--- src/rtl/fft_ctrl_pkg.sv ---
// Shared types and constants for the 256-point radix-4 FFT sequencer.
// Holds the state encoding, the per-stage mux table and the twiddle index rule.
package fft_ctrl_pkg;

    localparam int NUM_STAGE = 4;
    localparam int NUM_BANK  = 4;
    localparam int CNT_W     = 6;
    localparam int TWI_W     = 8;

    typedef enum logic [2:0] {
        IDLE,
        LOAD,
        CALC,
        DRAIN,
        UNLOAD,
        FIN
    } state_e;

    typedef struct packed {
        logic       m11;
        logic [1:0] m12;
        logic [1:0] m13;
        logic       m14;
        logic       m21;
        logic       m22;
        logic       m23;
        logic       m24;
    } mux_sel_t;

    localparam mux_sel_t MUX_STRAIGHT = '{
        m11: 1'b0, m12: 2'd1, m13: 2'd1, m14: 1'b1,
        m21: 1'b0, m22: 1'b0, m23: 1'b1, m24: 1'b1
    };

    localparam mux_sel_t STAGE_MUX [NUM_STAGE] = '{
        MUX_STRAIGHT, MUX_STRAIGHT, MUX_STRAIGHT, MUX_STRAIGHT
    };

    // Stage s steps the twiddle index by 4^s; the last stage uses W^0 only.
    function automatic logic [TWI_W-1:0] tw_idx(input logic [CNT_W-1:0] cnt,
                                               input logic [1:0]       s);
        logic [TWI_W-1:0] base;
        base = {2'b00, cnt};
        if (s == 2'd3) return '0;
        return base << {s, 1'b0};
    endfunction

endpackage

--- src/rtl/fft_ctrl256_if.sv ---
// Control bus between the FFT sequencer and the bank/PE datapath.
interface fft_ctrl256_if #(
    parameter int ADDR_BIT = 6,
    parameter int TW_BIT   = 8
);
    import fft_ctrl_pkg::*;

    logic start;
    logic in_valid;
    logic in_ready;
    logic out_valid;
    logic busy;
    logic done;
    logic en;
    logic we;
    logic re;
    logic m0;
    logic m11;
    logic [1:0] m12;
    logic [1:0] m13;
    logic m14;
    logic m21;
    logic m22;
    logic m23;
    logic m24;
    logic bypass_en;
    logic [NUM_BANK-1:0][ADDR_BIT-1:0] addr_read;
    logic [NUM_BANK-1:0][ADDR_BIT-1:0] addr_write;
    logic [TW_BIT-1:0] tw_addr;

    modport master (
        input  start, in_valid,
        output in_ready, out_valid, busy, done, en, we, re, m0,
               m11, m12, m13, m14, m21, m22, m23, m24, bypass_en,
               addr_read, addr_write, tw_addr
    );

    modport slave (
        output start, in_valid,
        input  in_ready, out_valid, busy, done, en, we, re, m0,
               m11, m12, m13, m14, m21, m22, m23, m24, bypass_en,
               addr_read, addr_write, tw_addr
    );

endinterface

--- src/rtl/fft_wb_delay.sv ---
// Read-to-writeback delay line: carries {valid, addr} through STAGES registers
// so writes (or output beats) line up with RAM read data.
module fft_wb_delay #(
    parameter int STAGES = 1,
    parameter int AW     = 6
) (
    input  logic          clk,
    input  logic          rst,
    input  logic          vld_i,
    input  logic [AW-1:0] addr_i,
    output logic          vld_o,
    output logic [AW-1:0] addr_o
);

    logic [STAGES:1]         vld_pipe_q;
    logic [STAGES:1][AW-1:0] addr_pipe_q;

    always_ff @(posedge clk) begin
        if (rst) begin
            vld_pipe_q  <= '0;
            addr_pipe_q <= '0;
        end else begin
            vld_pipe_q[1]  <= vld_i;
            addr_pipe_q[1] <= addr_i;
            for (int i = 2; i <= STAGES; i++) begin
                vld_pipe_q[i]  <= vld_pipe_q[i-1];
                addr_pipe_q[i] <= addr_pipe_q[i-1];
            end
        end
    end

    assign vld_o  = vld_pipe_q[STAGES];
    assign addr_o = addr_pipe_q[STAGES];

endmodule

--- src/rtl/fft_ctrl256.sv ---
// Sequencer for the 256-point radix-4 FFT: load, four in-place stages, unload.
// All datapath controls are decoded from the state, the beat counter and the delay line.
module fft_ctrl256
    import fft_ctrl_pkg::*;
#(
    parameter int ADDR_BIT = 6,
    parameter int N_STAGE  = 4,
    parameter int RD_LAT   = 1,
    parameter int TW_BIT   = 8
) (
    input  logic          clk,
    input  logic          rst,
    fft_ctrl256_if.master bus
);

    localparam logic [ADDR_BIT-1:0] CNT_MAX = '1;
    localparam logic [1:0]          S_LAST  = 2'(N_STAGE - 1);

    state_e              state_q, state_d;
    logic [ADDR_BIT-1:0] cnt_q, cnt_d;
    logic [1:0]          s_q, s_d;
    logic                rd_done_q, rd_done_d;

    logic                dly_vld;
    logic [ADDR_BIT-1:0] dly_addr;
    logic                last_beat;

    logic     en, we, re, m0, bypass_en, in_ready, out_valid, done;
    mux_sel_t mux;
    logic [NUM_BANK-1:0][ADDR_BIT-1:0] ar, aw;
    logic [TW_BIT-1:0] tw;

    fft_wb_delay #(
        .STAGES (RD_LAT),
        .AW     (ADDR_BIT)
    ) u_dly (
        .clk    (clk),
        .rst    (rst),
        .vld_i  (re),
        .addr_i (cnt_q),
        .vld_o  (dly_vld),
        .addr_o (dly_addr)
    );

    // The delayed copy of read 63 marks the last write of a stage / last output beat.
    assign last_beat = dly_vld && (dly_addr == CNT_MAX);

    always_ff @(posedge clk) begin
        if (rst) begin
            state_q   <= IDLE;
            cnt_q     <= '0;
            s_q       <= '0;
            rd_done_q <= 1'b0;
        end else begin
            state_q   <= state_d;
            cnt_q     <= cnt_d;
            s_q       <= s_d;
            rd_done_q <= rd_done_d;
        end
    end

    always_comb begin
        state_d   = state_q;
        cnt_d     = cnt_q;
        s_d       = s_q;
        rd_done_d = rd_done_q;
        en        = 1'b0;
        we        = 1'b0;
        re        = 1'b0;
        m0        = 1'b0;
        bypass_en = 1'b0;
        in_ready  = 1'b0;
        out_valid = 1'b0;
        done      = 1'b0;
        mux       = '0;
        ar        = '0;
        aw        = '0;
        tw        = '0;
        case (state_q)
            IDLE: begin
                if (bus.start) begin
                    state_d = LOAD;
                    cnt_d   = '0;
                    s_d     = '0;
                end
            end
            LOAD: begin
                en       = 1'b1;
                in_ready = 1'b1;
                we       = bus.in_valid;
                aw       = {NUM_BANK{cnt_q}};
                if (bus.in_valid) begin
                    cnt_d = cnt_q + 1'b1;
                    if (cnt_q == CNT_MAX) begin
                        state_d = CALC;
                        s_d     = '0;
                    end
                end
            end
            CALC: begin
                en    = 1'b1;
                re    = 1'b1;
                m0    = 1'b1;
                mux   = STAGE_MUX[s_q];
                ar    = {NUM_BANK{cnt_q}};
                tw    = TW_BIT'(tw_idx(CNT_W'(cnt_q), s_q));
                we    = dly_vld;
                aw    = {NUM_BANK{dly_addr}};
                cnt_d = cnt_q + 1'b1;
                if (cnt_q == CNT_MAX) state_d = DRAIN;
            end
            DRAIN: begin
                // Next stage reads only after this stage's final write has issued.
                en = 1'b1;
                m0 = 1'b1;
                we = dly_vld;
                aw = {NUM_BANK{dly_addr}};
                if (last_beat) begin
                    cnt_d = '0;
                    if (s_q == S_LAST) begin
                        state_d   = UNLOAD;
                        rd_done_d = 1'b0;
                    end else begin
                        s_d     = s_q + 1'b1;
                        state_d = CALC;
                    end
                end
            end
            UNLOAD: begin
                en        = 1'b1;
                bypass_en = 1'b1;
                mux       = STAGE_MUX[s_q];
                out_valid = dly_vld;
                if (!rd_done_q) begin
                    re    = 1'b1;
                    ar    = {NUM_BANK{cnt_q}};
                    cnt_d = cnt_q + 1'b1;
                    if (cnt_q == CNT_MAX) rd_done_d = 1'b1;
                end
                if (last_beat) state_d = FIN;
            end
            FIN: begin
                done      = 1'b1;
                state_d   = IDLE;
                s_d       = '0;
                cnt_d     = '0;
                rd_done_d = 1'b0;
            end
            default: state_d = IDLE;
        endcase
    end

    assign bus.en         = en;
    assign bus.we         = we;
    assign bus.re         = re;
    assign bus.m0         = m0;
    assign bus.bypass_en  = bypass_en;
    assign bus.in_ready   = in_ready;
    assign bus.out_valid  = out_valid;
    assign bus.done       = done;
    assign bus.busy       = (state_q != IDLE);
    assign bus.m11        = mux.m11;
    assign bus.m12        = mux.m12;
    assign bus.m13        = mux.m13;
    assign bus.m14        = mux.m14;
    assign bus.m21        = mux.m21;
    assign bus.m22        = mux.m22;
    assign bus.m23        = mux.m23;
    assign bus.m24        = mux.m24;
    assign bus.addr_read  = ar;
    assign bus.addr_write = aw;
    assign bus.tw_addr    = tw;

endmodule

--- src/flat_wrapper.sv ---
// flat-port wrapper written by rule: the top's interface ports become plain ports
module fft_ctrl256_flat import fft_ctrl_pkg::*;
#(
    parameter int ADDR_BIT = 6,
    parameter int N_STAGE  = 4,
    parameter int RD_LAT   = 1,
    parameter int TW_BIT   = 8
)
  (clk, rst, bus_start, bus_in_valid, bus_in_ready, bus_out_valid, bus_busy, bus_done, bus_en, bus_we, bus_re, bus_m0, bus_m11, bus_m12, bus_m13, bus_m14, bus_m21, bus_m22, bus_m23, bus_m24, bus_bypass_en, bus_addr_read, bus_addr_write, bus_tw_addr);
  fft_ctrl256_if #(.ADDR_BIT(ADDR_BIT), .TW_BIT(TW_BIT)) bus_i ();
  input  logic clk;
  input  logic rst;
  input wire logic [$bits(bus_i.start)-1:0] bus_start;
  input wire logic [$bits(bus_i.in_valid)-1:0] bus_in_valid;
  output wire logic [$bits(bus_i.in_ready)-1:0] bus_in_ready;
  output wire logic [$bits(bus_i.out_valid)-1:0] bus_out_valid;
  output wire logic [$bits(bus_i.busy)-1:0] bus_busy;
  output wire logic [$bits(bus_i.done)-1:0] bus_done;
  output wire logic [$bits(bus_i.en)-1:0] bus_en;
  output wire logic [$bits(bus_i.we)-1:0] bus_we;
  output wire logic [$bits(bus_i.re)-1:0] bus_re;
  output wire logic [$bits(bus_i.m0)-1:0] bus_m0;
  output wire logic [$bits(bus_i.m11)-1:0] bus_m11;
  output wire logic [$bits(bus_i.m12)-1:0] bus_m12;
  output wire logic [$bits(bus_i.m13)-1:0] bus_m13;
  output wire logic [$bits(bus_i.m14)-1:0] bus_m14;
  output wire logic [$bits(bus_i.m21)-1:0] bus_m21;
  output wire logic [$bits(bus_i.m22)-1:0] bus_m22;
  output wire logic [$bits(bus_i.m23)-1:0] bus_m23;
  output wire logic [$bits(bus_i.m24)-1:0] bus_m24;
  output wire logic [$bits(bus_i.bypass_en)-1:0] bus_bypass_en;
  output wire logic [$bits(bus_i.addr_read)-1:0] bus_addr_read;
  output wire logic [$bits(bus_i.addr_write)-1:0] bus_addr_write;
  output wire logic [$bits(bus_i.tw_addr)-1:0] bus_tw_addr;
  assign bus_i.start = bus_start;
  assign bus_i.in_valid = bus_in_valid;
  assign bus_in_ready = bus_i.in_ready;
  assign bus_out_valid = bus_i.out_valid;
  assign bus_busy = bus_i.busy;
  assign bus_done = bus_i.done;
  assign bus_en = bus_i.en;
  assign bus_we = bus_i.we;
  assign bus_re = bus_i.re;
  assign bus_m0 = bus_i.m0;
  assign bus_m11 = bus_i.m11;
  assign bus_m12 = bus_i.m12;
  assign bus_m13 = bus_i.m13;
  assign bus_m14 = bus_i.m14;
  assign bus_m21 = bus_i.m21;
  assign bus_m22 = bus_i.m22;
  assign bus_m23 = bus_i.m23;
  assign bus_m24 = bus_i.m24;
  assign bus_bypass_en = bus_i.bypass_en;
  assign bus_addr_read = bus_i.addr_read;
  assign bus_addr_write = bus_i.addr_write;
  assign bus_tw_addr = bus_i.tw_addr;
  fft_ctrl256 #(.ADDR_BIT(ADDR_BIT), .N_STAGE(N_STAGE), .RD_LAT(RD_LAT), .TW_BIT(TW_BIT)) u_core (.clk(clk), .rst(rst), .bus(bus_i));
endmodule
--- config.mk ---
export PLATFORM = sky130hd
export DESIGN_NAME = fft_ctrl256_flat
export DESIGN_NICKNAME = d
export VERILOG_FILES = /design/src/rtl/fft_ctrl_pkg.sv /design/src/rtl/fft_ctrl256_if.sv /design/src/rtl/fft_wb_delay.sv /design/src/rtl/fft_ctrl256.sv /design/src/flat_wrapper.sv
export SDC_FILE = /design/constraint.sdc
export NUM_CORES = 1
export LEC_CHECK = 0
export CAP_MARGIN = 20
export CELL_PAD_IN_SITES_DETAIL_PLACEMENT = 2
export CELL_PAD_IN_SITES_GLOBAL_PLACEMENT = 2
export CORE_MARGIN = 5
export CORE_UTILIZATION = 22
export CTS_CLUSTER_DIAMETER = 30
export DETAILED_ROUTE_END_ITERATION = 8
export GPL_ROUTABILITY_DRIVEN = 1
export PLACE_DENSITY_LB_ADDON = 0.1
export SETUP_SLACK_MARGIN = 0.1
export SLEW_MARGIN = 0
export SYNTH_ARGS = -nofsm -noshare
export SYNTH_HDL_FRONTEND = slang
export SYNTH_SLANG_ARGS = --single-unit
--- constraint.sdc ---
create_clock -name clk -period 1.95 [get_ports clk]
set_input_delay 0.39 -clock clk [delete_from_list [all_inputs] [get_ports clk]]
set_output_delay 0.39 -clock clk [all_outputs]
set_load 0.05 [all_outputs]
==> impl_metrics.json, run 1 <==
{
  "start_kind": "flop",
  "slew_violations": 0,
  "endpoint": "bus_tw_addr[0]",
  "grt_pass1_vias": 1777,
  "viasPerCell": 4.48,
  "postCtsHoldBufs": 0,
  "core_um2": 7210,
  "ys_ff_latch": 19,
  "postPlaceCellArea_um2": 2790,
  "grt_setup_unrepaired": "yes",
  "cts_inserted_buffers": 3,
  "drt_pass1_iterations": 4,
  "port_buffers": 73,
  "antenna_found_initial": 0,
  "drive_gt1_share_pct": 60.4,
  "wl_per_cell_um": 17.2,
  "postRouteAntennaNets": 0,
  "setup-tns-final_ns": -1.61,
  "synth.distinct_cells": 45,
  "die_h_um": 95.9,
  "synthFlopType": "dfxtp_1",
  "period_needed_ns": 2.13,
  "worstPathMaxFanout": 4,
  "reg2reg_slack_ns": 0.20,
  "status": "finished, violations left",
  "route.detailed.drc": 0,
  "start_util_pct": 22.5,
  "crit_start": "u_core.state_q[2]$_SDFFE_PP0P_",
  "n_antenna_cell": 0,
  "p_leak_uw": 0.00127,
  "grt_start_max_net_pins": 15,
  "clkTransAtPathRegs_ns": 0.08,
  "violations": "negative setup slack",
  "cts_tree": "done",
  "setup_viol": 46,
  "reg2reg_depth": 8,
  "yosysWarnings": 0,
  "worst_ir_drop_vdd_mv": 0.359,
  "arrival_ns": 1.74,
  "final_area_um2": 3180,
  "syn2layout_area_growth_pct": 95.7,
  "vias": 1668,
  "htreeDepth": 1,
  "fin_skew_ns": 0.00124,
  "required_ns": 1.56,
  "grt_overflow": 0,
  "fp-row-count": 31,
  "final_util_pct": 44.1,
  "synth_edf_count": 0,
  "synth.avg_cell_area_um2": 7.85,
  "dieArea_um2": 9200,
  "dpl.hpwl_mm": 5.02,
  "dieWidth_um": 95.9,
  "insertion_delay_ns": 0.26,
  "r2r_start": "u_core.state_q[2]$_SDFFE_PP0P_",
  "clk_path_buf_depth": 2,
  "drv_cap": 0,
  "first_iter_violations": 48,
  "fin_hold_ws_ns": 0.601,
  "netlist_area_um2": 1620,
  "critPathCaptureType": "output port",
  "power_density_nw_per_um2": 849,
  "num_io_pins": 79,
  "wl_mm": 6.40,
  "fin_ws_ns": -0.175,
  "gp_congestion": 0.721,
  "fmax_mhz": 470,
  "min_path_cells": 2,
  "period_share_pct": 109,
  "track_usage_pct": 13.9,
  "synthCells": 207,
  "clock-root-buffer": "clkbuf_8",
  "hold_path.class": "reg2reg",
  "reg2reg_to": "u_core.state_q[2]$_SDFFE_PP0P_",
  "async_flop_share_pct": 0,
  "path_class": "reg2out",
  "grt_pass1_wl_mm": 9.78,
  "hold_viol": 0,
  "yosysSeqAreaShare_pct": 23.4,
  "nets": 280,
  "cts_sinks": 19
}
-- per-layer routing --
metal,GRT usage (%),share of wire (%),vias up
met4,1.42,0,0
met1,17.1,42,827
met5,0,0,-
met2,25.6,53,50
li1,-,-,791
met3,2.89,4.8,0
-- where the power goes --
| part | total, µW | internal [µW] | switching, µW |
|---|---|---|---|
| sequential | 460 | 423 | 37.1 |
| clock | 288 | 145 | 143 |
| combinational | 1950 | 827 | 1120 |
| total | 2700 | 1400 | 1300 |
-- cell usage after synthesis (all sizes together), types with 2 or more instances --
cell type / n / area share [%]
buf: 49 / 23
nor2: 20 / 5.1
dfxtp: 19 / 23
a21oi: 12 / 3.9
nand2: 11 / 2.5
nand3: 9 / 3.1
inv: 8 / 1.8
a22o: 7 / 4.3
nand2b: 7 / 4.1
nor3: 7 / 2.2
o21ai: 7 / 2.4
nor2b: 6 / 2.3
a211oi: 5 / 2.3
o22ai: 5 / 1.9
clkbuf: 4 / 0.92
mux2i: 4 / 2.5
or2: 4 / 1.5
or3: 3 / 1.2
and2: 2 / 0.77
ha: 2 / 1.5
nand4: 2 / 1.2
-- timing repair --
action / CTS / global route
buffers inserted: 5 / 9
hold endpoints to repair: 0 / 0
cloned: 1 / 0
setup endpoints to repair: 63 / 75
resized for setup: 47 / 22
pin swaps: 10 / 10
-- cell type report --
class,instances,area (µm²)
fillers,778,4040
repair buffers,111,1490
multi-input cells,131,1090
flip-flops and latches,19,389
well taps,99,124
clock buffers,4,45.0
inverters,8,42.5
-- flip-flops by register name, summed over array words and instances, names as in the netlist --
signal,cells
u_core.cnt_q,6
u_core.rd_done_q,1
u_core.s_q,2
u_core.state_q,3
u_core.u_dly.addr_o,6
u_core.u_dly.vld_o,1
-- logic make-up (layout without fill, tap and decap cells) --
group                    Yosys count  count (layout)  share of synthesized area, %
other                              1               5                         0.231
AND/OR/NAND/NOR                   76              76                          26.9
multiplexers                       5               5                          3.39
XOR/XNOR                           1               1                         0.539
flip-flops                        19              19                          23.4
buffers and inverters             61             123                          26.0
AO/OA/AOI/OAI                     42              42                          18.0
adder cells (fa/ha/maj)            2               2                          1.54
-- layout by cell type (no fill, tap or decap), types with 7 or more instances in the layout --
cell / instances
buf_6: 32
dfxtp_1: 14
nand2_1: 11
inv_1: 7
nor2_1: 9
a22o_4: 7
buf_12: 38
buf_4: 31
nor2_4: 8
a21oi_1: 9
buf_8: 7
nand3_1: 8
-- worst min path at each step --
stage                                        startpoint                                 to  slack (ns)
after floorplan                                     rst  u_core.u_dly.addr_o[1]$_SDFF_PP0_        0.47
after global placement    u_core.rd_done_q$_SDFFE_PP0P_      u_core.rd_done_q$_SDFFE_PP0P_        0.54
after detailed placement  u_core.rd_done_q$_SDFFE_PP0P_      u_core.rd_done_q$_SDFFE_PP0P_        0.57
after CTS                 u_core.rd_done_q$_SDFFE_PP0P_      u_core.rd_done_q$_SDFFE_PP0P_        0.61
after global routing      u_core.rd_done_q$_SDFFE_PP0P_      u_core.rd_done_q$_SDFFE_PP0P_        0.63
final                     u_core.rd_done_q$_SDFFE_PP0P_      u_core.rd_done_q$_SDFFE_PP0P_        0.60
-- stage by stage --
stage          std cells  setup slack [ns]  power (µW)
5_1_grt              372            -0.219        2840
4_1_cts              364            -0.199        2580
2_1_floorplan        211            -0.186        1630
3_3_place_gp         354            0.0764        2130
6_report             372            -0.175        2700
3_5_place_dp         354            0.0438        2150
-- worst max-delay path, cell delays in order, from the launching register on --
cell	delay, ns
dfxtp_2	0.32
nand2b_4	0.14
or3_4	0.42
or2_4	0.30
nor2_4	0.15
buf_12	0.14
Power figures use the tool's default switching activity.
==> inputs of run 2 (changes only) <==
--- a/config.mk
+++ b/config.mk
@@ -8,6 +8,7 @@
 export CAP_MARGIN = 20
 export CELL_PAD_IN_SITES_DETAIL_PLACEMENT = 2
 export CELL_PAD_IN_SITES_GLOBAL_PLACEMENT = 2
+export CORE_ASPECT_RATIO = 1.5
 export CORE_MARGIN = 5
 export CORE_UTILIZATION = 22
 export CTS_CLUSTER_DIAMETER = 30
@@ -15,7 +16,9 @@
 export GPL_ROUTABILITY_DRIVEN = 1
 export PLACE_DENSITY_LB_ADDON = 0.1
 export SETUP_SLACK_MARGIN = 0.1
+export SKIP_CTS_REPAIR_TIMING = 1
 export SLEW_MARGIN = 0
 export SYNTH_ARGS = -nofsm -noshare
 export SYNTH_HDL_FRONTEND = slang
 export SYNTH_SLANG_ARGS = --single-unit
+export TNS_END_PERCENT = 30
==> run 2 against run 1 <==
  * The flow still finishes with violations (negative setup slack)
  * Clock skew increased by 0.0039 ns
  * Critical endpoint is now bus_tw_addr[2]
  * Non-clock buffer count is 7 lower
  * Hold slack better by 0.0036 ns
  * Wire length decreased by 2.7%
  * Die area up 0.38%
  * Clock-buffer cell count stayed put
  * Worst setup slack improved by 0.018 ns
  * Global-route usage down 0.33 points
  * Maximum frequency rose by 0.84%
  * Combinational power is 9% lower
  * Design area decreased by 5.4%
==> impl_metrics.json, run 2 (synthesized netlist as in run 1, its figures left out) <==
{
  "p_leak_uw": 0.00120,
  "comb_power_share_pct": 70.1,
  "gp_congestion": 0.757,
  "grt_pass1_vias": 1827,
  "reg2reg_to": "u_core.cnt_q[3]$_SDFFE_PP0P_",
  "grt_start_max_net_pins": 14,
  "start_kind": "flop",
  "reg2reg_depth": 7,
  "grt_overflow": 0,
  "drv_cap": 0,
  "crit_buf_inv": 1,
  "nets": 273,
  "critical-path-top-delay-family": "simple AND/OR/NAND/NOR gates",
  "syn2layout_area_growth_pct": 85.1,
  "min_path_cells": 2,
  "postRouteAntennaNets": 0,
  "final_cell_mix": "39 x buf_12, 35 x buf_4, 26 x buf_6",
  "wl_per_cell_um": 17.0,
  "clock-root-buffer": "clkbuf_8",
  "grt_setup_unrepaired": "yes",
  "required_ns": 1.56,
  "antenna_found_initial": 0,
  "whs_endpoint": "u_core.rd_done_q$_SDFFE_PP0P_",
  "postPlaceCellArea_um2": 2770,
  "cpPeakStageDelay_ns": 0.34,
  "swShare_pct": 48.9,
  "n_fill_cell": 776,
  "reg2reg_slack_ns": 0.23,
  "wl_mm": 6.23,
  "r2r_start": "u_core.state_q[1]$_SDFFE_PP0P_",
  "first_iter_violations": 39,
  "fin_ws_ns": -0.158,
  "cts_inserted_buffers": 3,
  "grt_pass1_wl_mm": 9.62,
  "clkTransAtPathRegs_ns": 0.08,
  "final_area_um2": 3010,
  "period_needed_ns": 2.11,
  "cts_sinks": 19,
  "vias": 1602,
  "insertion_delay_ns": 0.27,
  "fmax_mhz": 474,
  "worstPathMaxFanout": 4,
  "path_cells": "ha_2 > or3_4 > or2_4 > nor2b_4 > buf_12",
  "worst_ir_drop_vdd_mv": 0.407,
  "core_um2": 7230,
  "htreeDepth": 1,
  "fp-row-count": 38,
  "drt_pass1_iterations": 4,
  "path_class": "reg2out",
  "pwr-share-seq_pct": 18.3,
  "clk_path_buf_depth": 2,
  "period_share_pct": 108,
  "hold_viol": 0,
  "port_buffers": 73,
  "track_usage_pct": 13.6,
  "power_density_nw_per_um2": 841,
  "hold_path.class": "reg2reg",
  "setup_viol": 62,
  "pwr-share-clk_pct": 11.6,
  "status": "finished, violations left",
  "violations": "negative setup slack",
  "n_antenna_cell": 0,
  "grtUsageMet2_pct": 26.2,
  "final_cells": 366,
  "drive_gt1_share_pct": 57.1,
  "viasPerCell": 4.38,
  "fin_hold_ws_ns": 0.605,
  "switchingPower_uw": 1230,
  "dieArea_um2": 9240,
  "num_io_pins": 79,
  "cts_tree": "done",
  "use_met3_pct": 3.06,
  "slew_violations": 0,
  "start_util_pct": 22.5,
  "grt_use_met1_pct": 14.4,
  "die_h_um": 115,
  "final_util_pct": 41.6,
  "cell_internal_pwr_uw": 1290,
  "crit_slowest_cell": "or3_4",
  "dp_cells": 357,
  "layout.cells.most_common": "buf_12",
  "dieWidth_um": 80.2,
  "arrival_ns": 1.72,
  "hp-start": "u_core.rd_done_q$_SDFFE_PP0P_",
  "route.detailed.drc": 0,
  "busiest_layer": "met2",
  "fin_skew_ns": 0.00514,
  "critPathCaptureType": "output port",
  "dpl.hpwl_mm": 5.07
}
-- run 2: changes by cell type in the layout (fill, tap and decap cells not counted), moves of 2 or more --
cell,delta
buf_6,-6
dfxtp_1,+2
buf_4,+4
buf_8,-6
nor2_1,+2
dfxtp_2,-2
-- run 2: per-layer routing --
| metal | part of all wire [%] | wire length, µm |
|---|---|---|
| met5 | 0 | 0 |
| met4 | 1.3 | 79 |
| met3 | 5.3 | 330 |
| met2 | 56 | 3490 |
| met1 | 37 | 2330 |
-- run 2: final cells by class --
| type | count | area (µm²) | area share (%) |
|---|---|---|---|
| clock buffers | 4 | 45.0 | 1.50 |
| inverters | 8 | 35.0 | 1.17 |
| multi-input cells | 131 | 1030 | 34.3 |
| flip-flops and latches | 19 | 387 | 12.9 |
| well taps | 100 | 125 | 4.16 |
| repair buffers | 104 | 1380 | 46.0 |
-- run 2: power groups by stage --
stage	logic (µW)	registers, µW	clock network, µW
global route	1870	466	317
finish	1770	463	292
global placement	1680	463	0
detailed placement	1690	464	0
CTS	1690	455	302
floorplan	1130	467	0
-- run 2: worst max path at each step --
stage	endpoint	cells past startpoint	start	slack (ns)
after detailed placement	bus_tw_addr[2]	5	u_core.s_q[0]$_SDFFE_PP0P_	-0.02
after floorplan	bus_addr_write[10]	4	u_core.state_q[1]$_SDFFE_PP0P_	-0.19
after global placement	bus_tw_addr[2]	5	u_core.s_q[0]$_SDFFE_PP0P_	0.02
after CTS	bus_tw_addr[2]	5	u_core.s_q[0]$_SDFFE_PP0P_	-0.32
final	bus_tw_addr[2]	5	u_core.s_q[0]$_SDFFE_PP0P_	-0.16
after global routing	bus_addr_read[16]	7	u_core.state_q[1]$_SDFFE_PP0P_	-0.26
-- run 2: worst min-delay path: stages (launching register included) --
cell	delay, ns
dfxtp_1	0.35
a21oi_1	0.15
a211oi_1	0.06
-- run 2: per-stage QoR --
step	total power [µW]	setup slack (ns)	TNS, ns
finish	2530	-0.158	-5.20
global route	2660	-0.255	-9.94
CTS	2450	-0.320	-9.66
detailed placement	2150	-0.0235	-0.0265
global placement	2140	0.0221	0
floorplan	1590	-0.186	-5.38
==> inputs of run 3 (changes only) <==
--- a/config.mk
+++ b/config.mk
@@ -13,11 +13,9 @@
 export CORE_UTILIZATION = 22
 export CTS_CLUSTER_DIAMETER = 30
 export DETAILED_ROUTE_END_ITERATION = 8
-export GPL_ROUTABILITY_DRIVEN = 1
 export PLACE_DENSITY_LB_ADDON = 0.1
 export SETUP_SLACK_MARGIN = 0.1
-export SKIP_CTS_REPAIR_TIMING = 1
-export SLEW_MARGIN = 0
+export SLEW_MARGIN = 25
 export SYNTH_ARGS = -nofsm -noshare
 export SYNTH_HDL_FRONTEND = slang
 export SYNTH_SLANG_ARGS = --single-unit
==> run 3 against run 2 <==
  * The run still ends with negative setup slack left
  * Combinational power about the same
  * Critical path depth unchanged
  * Hold slack improved by 0.0015 ns
  * Critical endpoint unchanged
  * Utilization increased by 0.24 points
  * Power increased by 0.94%
  * Non-clock buffer count increased by 1
  * Final cell count increased by 0.27%
==> impl_metrics.json, run 3 (synthesized netlist as in run 1, its figures left out) <==
{
  "status": "finished, violations left",
  "violations": "negative setup slack",
  "clkTransAtPathRegs_ns": 0.08,
  "critPathCaptureType": "output port",
  "fin_ws_ns": -0.123,
  "cpPeakStageDelay_ns": 0.37,
  "wl_per_cell_um": 17.2,
  "dieWidth_um": 80.2,
  "p_leak_uw": 0.00120,
  "slew_violations": 0,
  "grt_overflow": 0,
  "arrival_ns": 1.68,
  "dpl.hpwl_mm": 5.07,
  "clock-root-buffer": "clkbuf_8",
  "power_density_nw_per_um2": 844,
  "fmax_mhz": 482,
  "worstPathMaxFanout": 4,
  "final_cell_mix": "39 x buf_12, 34 x buf_4, 29 x buf_6",
  "cts_tree": "done",
  "gp_congestion": 0.757,
  "layout.cells.most_common": "buf_12",
  "syn2layout_area_growth_pct": 86.1,
  "antenna_found_initial": 0,
  "cts_sinks": 19,
  "grt_setup_unrepaired": "yes",
  "fin_hold_ws_ns": 0.606,
  "required_ns": 1.56,
  "grt_pass1_wl_mm": 9.96,
  "postCtsHoldBufs": 0,
  "route.detailed.drc": 0,
  "viasPerCell": 4.45,
  "cts_inserted_buffers": 3,
  "dp_cells": 357,
  "htreeDepth": 1,
  "start_kind": "flop",
  "period_share_pct": 106,
  "drive_gt1_share_pct": 57.3,
  "grt_pass1_vias": 1847,
  "vias": 1632,
  "hold_path.class": "reg2reg",
  "die_h_um": 115,
  "path_class": "reg2out",
  "core_um2": 7230,
  "track_usage_pct": 14.2,
  "critical-path-top-delay-family": "simple AND/OR/NAND/NOR gates",
  "clk_path_buf_depth": 2,
  "path_cells": "nand2b_4 > or3_4 > or2_4 > nor2b_4 > buf_12",
  "period_needed_ns": 2.07,
  "place_ws_ns": -0.0235,
  "setup_viol": 61,
  "first_iter_violations": 42,
  "drt_pass1_iterations": 4,
  "nets": 274,
  "n_fill_cell": 782,
  "n_antenna_cell": 0,
  "final_cells": 367,
  "grt_start_max_net_pins": 14,
  "p_total_uw": 2550,
  "wl_mm": 6.33,
  "port_buffers": 73,
  "fp-row-count": 38,
  "hold_viol": 0,
  "postRouteAntennaNets": 0,
  "num_io_pins": 79,
  "insertion_delay_ns": 0.27,
  "dieArea_um2": 9240,
  "fin_skew_ns": 0.00509,
  "worst_ir_drop_vdd_mv": 0.408,
  "multi_input_area_um2": 1040,
  "start_util_pct": 22.5,
  "final_util_pct": 41.8,
  "seq_area_um2": 384,
  "drv_cap": 0,
  "crit_buf_inv": 1,
  "crit_slowest_cell": "or3_4"
}
[run 3: final cells by class]
type                       instances  share of cell area, %
timing repair buffer             105                   46.1
multi-input combinational        131                   34.4
sequential                        19                   12.7
tap                              100                   4.14
clock buffer                       4                   1.49
inverter                           8                   1.24
[run 3: final timing paths]
kind / from / endpoint / slack, ns / cells after the start
max: u_core.state_q[2]$_SDFFE_PP0P_ / bus_tw_addr[2] / -0.12 / 5
min: u_core.cnt_q[2]$_SDFFE_PP0P_ / u_core.u_dly.addr_o[2]$_SDFF_PP0_ / 0.61 / 3
max reg2reg: u_core.state_q[1]$_SDFFE_PP0P_ / u_core.cnt_q[3]$_SDFFE_PP0P_ / 0.24 / 7
min reg2reg: u_core.cnt_q[2]$_SDFFE_PP0P_ / u_core.u_dly.addr_o[2]$_SDFF_PP0_ / 0.61 / 3
[run 3: layer usage]
layer / GRT usage [%] / share of wire (%) / vias up
li1: - / - / 778
met1: 14.9 / 37 / 786
met2: 27.5 / 56 / 60
met3: 2.74 / 5.1 / 8
met4: 4.62 / 1.9 / 0
met5: 0 / 0 / -
[run 3: worst register-to-register path, cell delays in order, from the launching register on]
cell and delay (ns):
dfxtp_2 0.35, buf_6 0.12, nand2b_4 0.14, buf_4 0.15
a21oi_2 0.29, o21ba_2 0.31, nand2b_4 0.10, o22ai_1 0.18
[run 3: repair_timing]
action | 4_1_cts | 5_1_grt
setup buffers | 5 | 1
pin swaps | 8 | 4
setup endpoints to repair | 66 | 68
endpoints found under the hold margin | 0 | 0
resized for setup | 37 | 8
[run 3: power by group]
group | leakage [µW] | internal (µW) | switching (µW)
Combinational | 0.00103 | 732 | 1070
Sequential | 0.000155 | 424 | 35.5
Clock | 0.0000228 | 146 | 145
Total | 0.00120 | 1300 | 1250
[run 3: stage by stage]
step	area (µm²)	setup TNS (ns)
floorplan	1960	-5.38
global placement	2770	0
detailed placement	2770	-0.0265
CTS	2980	-4.98
global route	3020	-8.17
finish	3020	-3.12
==> variant 1: new RTL, flow settings as in run 3 <==
Set the package constant `NUM_BANK` to 5 (it was 4).
--- a/src/rtl/fft_ctrl_pkg.sv
+++ b/src/rtl/fft_ctrl_pkg.sv
@@ -4,5 +4,5 @@
 
     localparam int NUM_STAGE = 4;
-    localparam int NUM_BANK  = 4;
+    localparam int NUM_BANK  = 5;
     localparam int CNT_W     = 6;
     localparam int TWI_W     = 8;
Ports: changed (resized bus_addr_read and bus_addr_write); port bits go from 79 to 91. The function was not compared with the original's and may differ.
==> variant 1 against run 3 <==
The flow still finishes with violations (negative setup slack). Sequential cell count unchanged. Area after synthesis rose by 5.5%. First-iteration DRC count shrank 26%. Power rose by 10%. Die area grew 5.0%. Via count up 5.1%. Routed wire length is 12% higher. Design area up 18%. Setup slack improved by 4.6 ps. Critical path type unchanged. Largest cell class unchanged.
==> variant 1: results (changes against run 3) <==
met3 GRT Util=0.0222 (-0.00522); Internal=0.00149 W (+15%); Comb group=0.00191 W (+6%); M1 GR Usage=0.155 (+0.00594); Final Net Count=286 (+4.4%); arrival time worst endpoint=1680 ps (about the same); dpl cell area=3230 um2 (+17%); CP max stage cell=dfxtp_2; Clock Power=0.000444 W (+53%); Fillers=766 (-2.0%); final setup violation count=68 (+11%); global-route wire length before repair=10900 um (+9.6%); share of layout cells above drive strength 1=0.609 (+0.0363); Pleak=1.38 nW (+15%); failing checks=negative setup slack; prevailing post-synth register cell=dfxtp_1; met3 WL post-DR=259 um (-20%); initial antenna violation count=0 (unchanged); crit-path max FO=5 (+1); top cells by area, synth=buf_4, dfxtp_1, nor2_1, a22o_2, a21oi_1; syn avg cell area=7.83 um2 (-0.24%); M2 GR Usage=0.289 (+0.0146); pin count of the biggest net entering global routing=16 (+2); Place WS=-15.1 ps (+8.44 ps); Placed Cells=371 (+3.9%); Non-Filler Instances=381 (+3.8%); hold crit path type=reg2reg; worst setup margin=-119 ps (+4.57 ps); Final HPWL DP=5580 um (+10%); buffers added on ports=85 (+16%); vias in the first global route=1931 (+4.5%); commonest cells in the netlist=buf_4, dfxtp_1, nor2_1; Root Driver=clkbuf_16; vias=1715 (+5.1%); drt first pass iters=2 (-2); GPL Wtd Cong=0.796 (+5.1%); Ys Warns=0 (unchanged); status=finished with violations; total chip power=0.00281 W (+10%); met1 wire length=2440 um (+5.2%); Worst-path clk slew=60 ps (-20 ps); metal2 WL=4280 um (+20%); clk_skew=6.25 ps (+1.17 ps); WL/cell=18.5 um (+7.4%); crit-path max cell delay=340 ps (-30 ps); register area share after synthesis=0.222 (-0.0123); GRT Util Overall=0.146 (+0.00403); Worst VDD drop=0.413 mV (+1.4%); asr flop ratio synth=0 (unchanged); drt initial violations=31 (-26%); setup tns final=-3520 ps (-399 ps); Top Layer Used=met4
-- variant 1: changes by cell type in the layout (fill, tap and decap cells not counted), moves of 2 or more --
cell,delta
nor2_2,+2
dfxtp_1,-2
buf_8,+9
buf_6,-20
a21oi_2,-2
buf_4,-9
dfxtp_2,+2
buf_12,+32
clkbuf_16,+3
clkbuf_8,-3
-- variant 1: area by class of cell --
type | count | area [um2] | area share
Multi-Input combinational cell | 131 | 1070 | 0.299
Clock inverter | 1 | 7.51 | 0.00210
Timing Repair Buffer | 117 | 1880 | 0.525
Sequential cell | 19 | 387 | 0.108
Tap cell | 102 | 128 | 0.0357
Inverter | 8 | 32.5 | 0.00911
Clock buffer | 3 | 75.1 | 0.0210
-- variant 1: cells by family (layout without fill, tap and decap cells) --
kind of cell	after synthesis	count (layout)	share of synthesized area
xor+xnor	1	1	0.00511
other cells	1	5	0.00219
mux	5	5	0.0321
compound gates	42	42	0.171
flops	19	19	0.222
fa+ha+maj	2	2	0.0146
buf+inv	73	129	0.299
simple gates	76	76	0.255
-- variant 1: path summary, 6_finish.rpt --
kind	start	to	slack, ps	depth (start not counted)
hold reg to reg	u_core.rd_done_q$_SDFFE_PP0P_	u_core.rd_done_q$_SDFFE_PP0P_	590	2
setup reg to reg	u_core.state_q[1]$_SDFFE_PP0P_	u_core.cnt_q[4]$_SDFFE_PP0P_	210	8
hold / removal	u_core.rd_done_q$_SDFFE_PP0P_	u_core.rd_done_q$_SDFFE_PP0P_	590	2
setup / recovery	u_core.state_q[1]$_SDFFE_PP0P_	bus_addr_read[1]	-120	8
-- variant 1: repair_timing --
item | in CTS | in global routing
endpoints found under the setup margin | 77 | 82
setup buffers | 5 | 1
pin swaps | 7 | 6
gates resized for setup | 30 | 17
==> variant 2: new RTL, flow settings as in run 3 <==
Made on the original files. Re-encode `state_e` (6 states) as one-hot, 6 bits wide.
--- a/src/rtl/fft_ctrl_pkg.sv
+++ b/src/rtl/fft_ctrl_pkg.sv
@@ -8,11 +8,11 @@
     localparam int TWI_W     = 8;
 
-    typedef enum logic [2:0] {
-        IDLE,
-        LOAD,
-        CALC,
-        DRAIN,
-        UNLOAD,
-        FIN
+    typedef enum logic [5:0] {
+        IDLE   = 6'b000001,
+        LOAD   = 6'b000010,
+        CALC   = 6'b000100,
+        DRAIN  = 6'b001000,
+        UNLOAD = 6'b010000,
+        FIN    = 6'b100000
     } state_e;
 
Behaviour: same outputs for any inputs over 10 cycles, from zero or initial values and one cycle with rst high; not proved beyond that.
==> variant 2 against run 3 <==
Setup slack worse by 190 ps. Critical path type unchanged. Clock power is 100% higher. Area after synthesis increased by 12%. Via count up 23%. Design area rose by 26%. Critical endpoint is now bus_addr_read[9]. Routed wire length rose by 28%. Power is 9.8% lower. Synthesized cell count increased by 14%. Highest routed layer unchanged. Sequential cell count increased by 3. The run still ends with negative setup slack left.
==> variant 2: results (changes against run 3) <==
initial antenna violation count=0 (unchanged); share of layout cells above drive strength 1=0.613 (+0.0397); final setup violation count=69 (+13%); CTS Buf Count=3 (unchanged); worst setup margin=-315 ps (-192 ps); Final Net Count=322 (+18%); GPL Wtd Cong=0.784 (+3.5%); H-tree Lvls=1 (unchanged); global-route wire length before repair=12500 um (+26%); Final HPWL DP=6340 um (+25%); arrival time worst endpoint=1880 ps (+200 ps); crit-path leading delay family=simple AND/OR/NAND/NOR gates; status=finished with violations; Non-Filler Instances=420 (+14%); asr flop ratio synth=0 (unchanged); WL/cell=19.2 um (+12%); Max Buffers Root-to-Sink=2 (unchanged); register area share after synthesis=0.241 (+0.00689); Pleak=1.53 nW (+27%); vias=2002 (+23%); Worst VDD drop=0.272 mV (-33%); crit-path max FO=8 (+4); Worst-path clk slew=60 ps (-20 ps); Post-Syn Instances=235 (+14%); CP max stage cell=dfxtp_4; vias in the first global route=2296 (+24%); clk_skew=3.45 ps (-1.64 ps); buffers added on ports=73 (unchanged); top cells by area, synth=dfxtp_1, buf_4, nor2_1, nor2b_1, a22o_1; Root Driver=clkbuf_16; Inserted Diodes=0 (unchanged); drt initial violations=42 (unchanged); Netlist cell types=51 (+13%); Synth top area share=0.241 (+0.00689); pin count of the biggest net entering global routing=14 (unchanged); hold crit path type=reg2reg; crit-path max cell delay=360 ps; worst skew pair latency=260 ps; failing checks=negative setup slack; GRT Util Overall=0.154 (+0.0125); Placed Cells=407 (+14%); commonest cells in the netlist=buf_4, dfxtp_1, nor2_1; Ys Warns=0 (unchanged); Fillers=802 (+2.6%); drt first pass iters=4 (unchanged)
## variant 2: cell families after synthesis
kind of cell	after synthesis	share of synthesized area
other	1	0.00205
AO/OA/AOI/OAI	43	0.186
XOR/XNOR	3	0.0144
AND/OR/NAND/NOR	89	0.268
flip-flops	22	0.241
buffers and inverters	68	0.235
adder cells (fa/ha/maj)	2	0.0137
multiplexers	7	0.0397
## variant 2: final timing paths
kind | cells past startpoint | to | startpoint | slack [ps]
min reg2reg | 2 | u_core.cnt_q[2]$_SDFFE_PP0P_ | u_core.cnt_q[2]$_SDFFE_PP0P_ | 640
max | 7 | bus_addr_read[9] | u_core.state_q[0]$_SDFFE_PP1P_ | -320
min | 2 | u_core.cnt_q[2]$_SDFFE_PP0P_ | u_core.cnt_q[2]$_SDFFE_PP0P_ | 640
max reg2reg | 5 | u_core.cnt_q[2]$_SDFFE_PP0P_ | u_core.state_q[2]$_SDFFE_PP0P_ | -80
## variant 2: per-stage QoR
stage	TNS (ps)	instance area (um2)	worst slack, ps	utilization
after global routing	-20620	3790	-404	0.471
after detailed placement	-5040	3260	-215	0.404
after floorplan	-15660	2120	-323	-
final	-15130	3790	-315	0.471
after global placement	-3710	3260	-178	0.404
after CTS	-17180	3590	-335	0.445
## variant 2: report_power, final
part | internal [W] | switching (W)
clock network | 0.000408 | 0.000176
logic | 0.000574 | 0.000623
registers | 0.000482 | 0.0000385
total | 0.00146 | 0.000837
## variant 2: worst register-to-register path, stage by stage (launching register included)
cell and delay, ps:
dfxtp_4 390, or4_4 580, a21oi_2 150, o221ai_2 120
or4_4 490, o32ai_2 210
## variant 2: cell type report
cell class / count / area (um2) / area share
clock buffer: 3 / 75.1 / 0.0198
sequential: 22 / 460 / 0.121
tap: 105 / 131 / 0.0346
clock inverter: 1 / 30.0 / 0.00791
timing repair buffer: 129 / 1700 / 0.449
inverter: 11 / 45.0 / 0.0119
multi-input combinational: 149 / 1350 / 0.356
## variant 2: what timing repair did
item                                    CTS  global route
pin swaps                                 9            18
setup buffers                             4             5
endpoints found under the hold margin     0             0
gates resized for setup                  47            39
endpoints found under the setup margin   82            81
## variant 2: per-layer routing
metal / vias up / GRT usage / part of all wire
met3: 15 / 0.0217 / 0.037
li1: 936 / - / -
met5: - / 0 / 0
met1: 987 / 0.153 / 0.33
met2: 64 / 0.317 / 0.60
met4: 0 / 0.0554 / 0.029
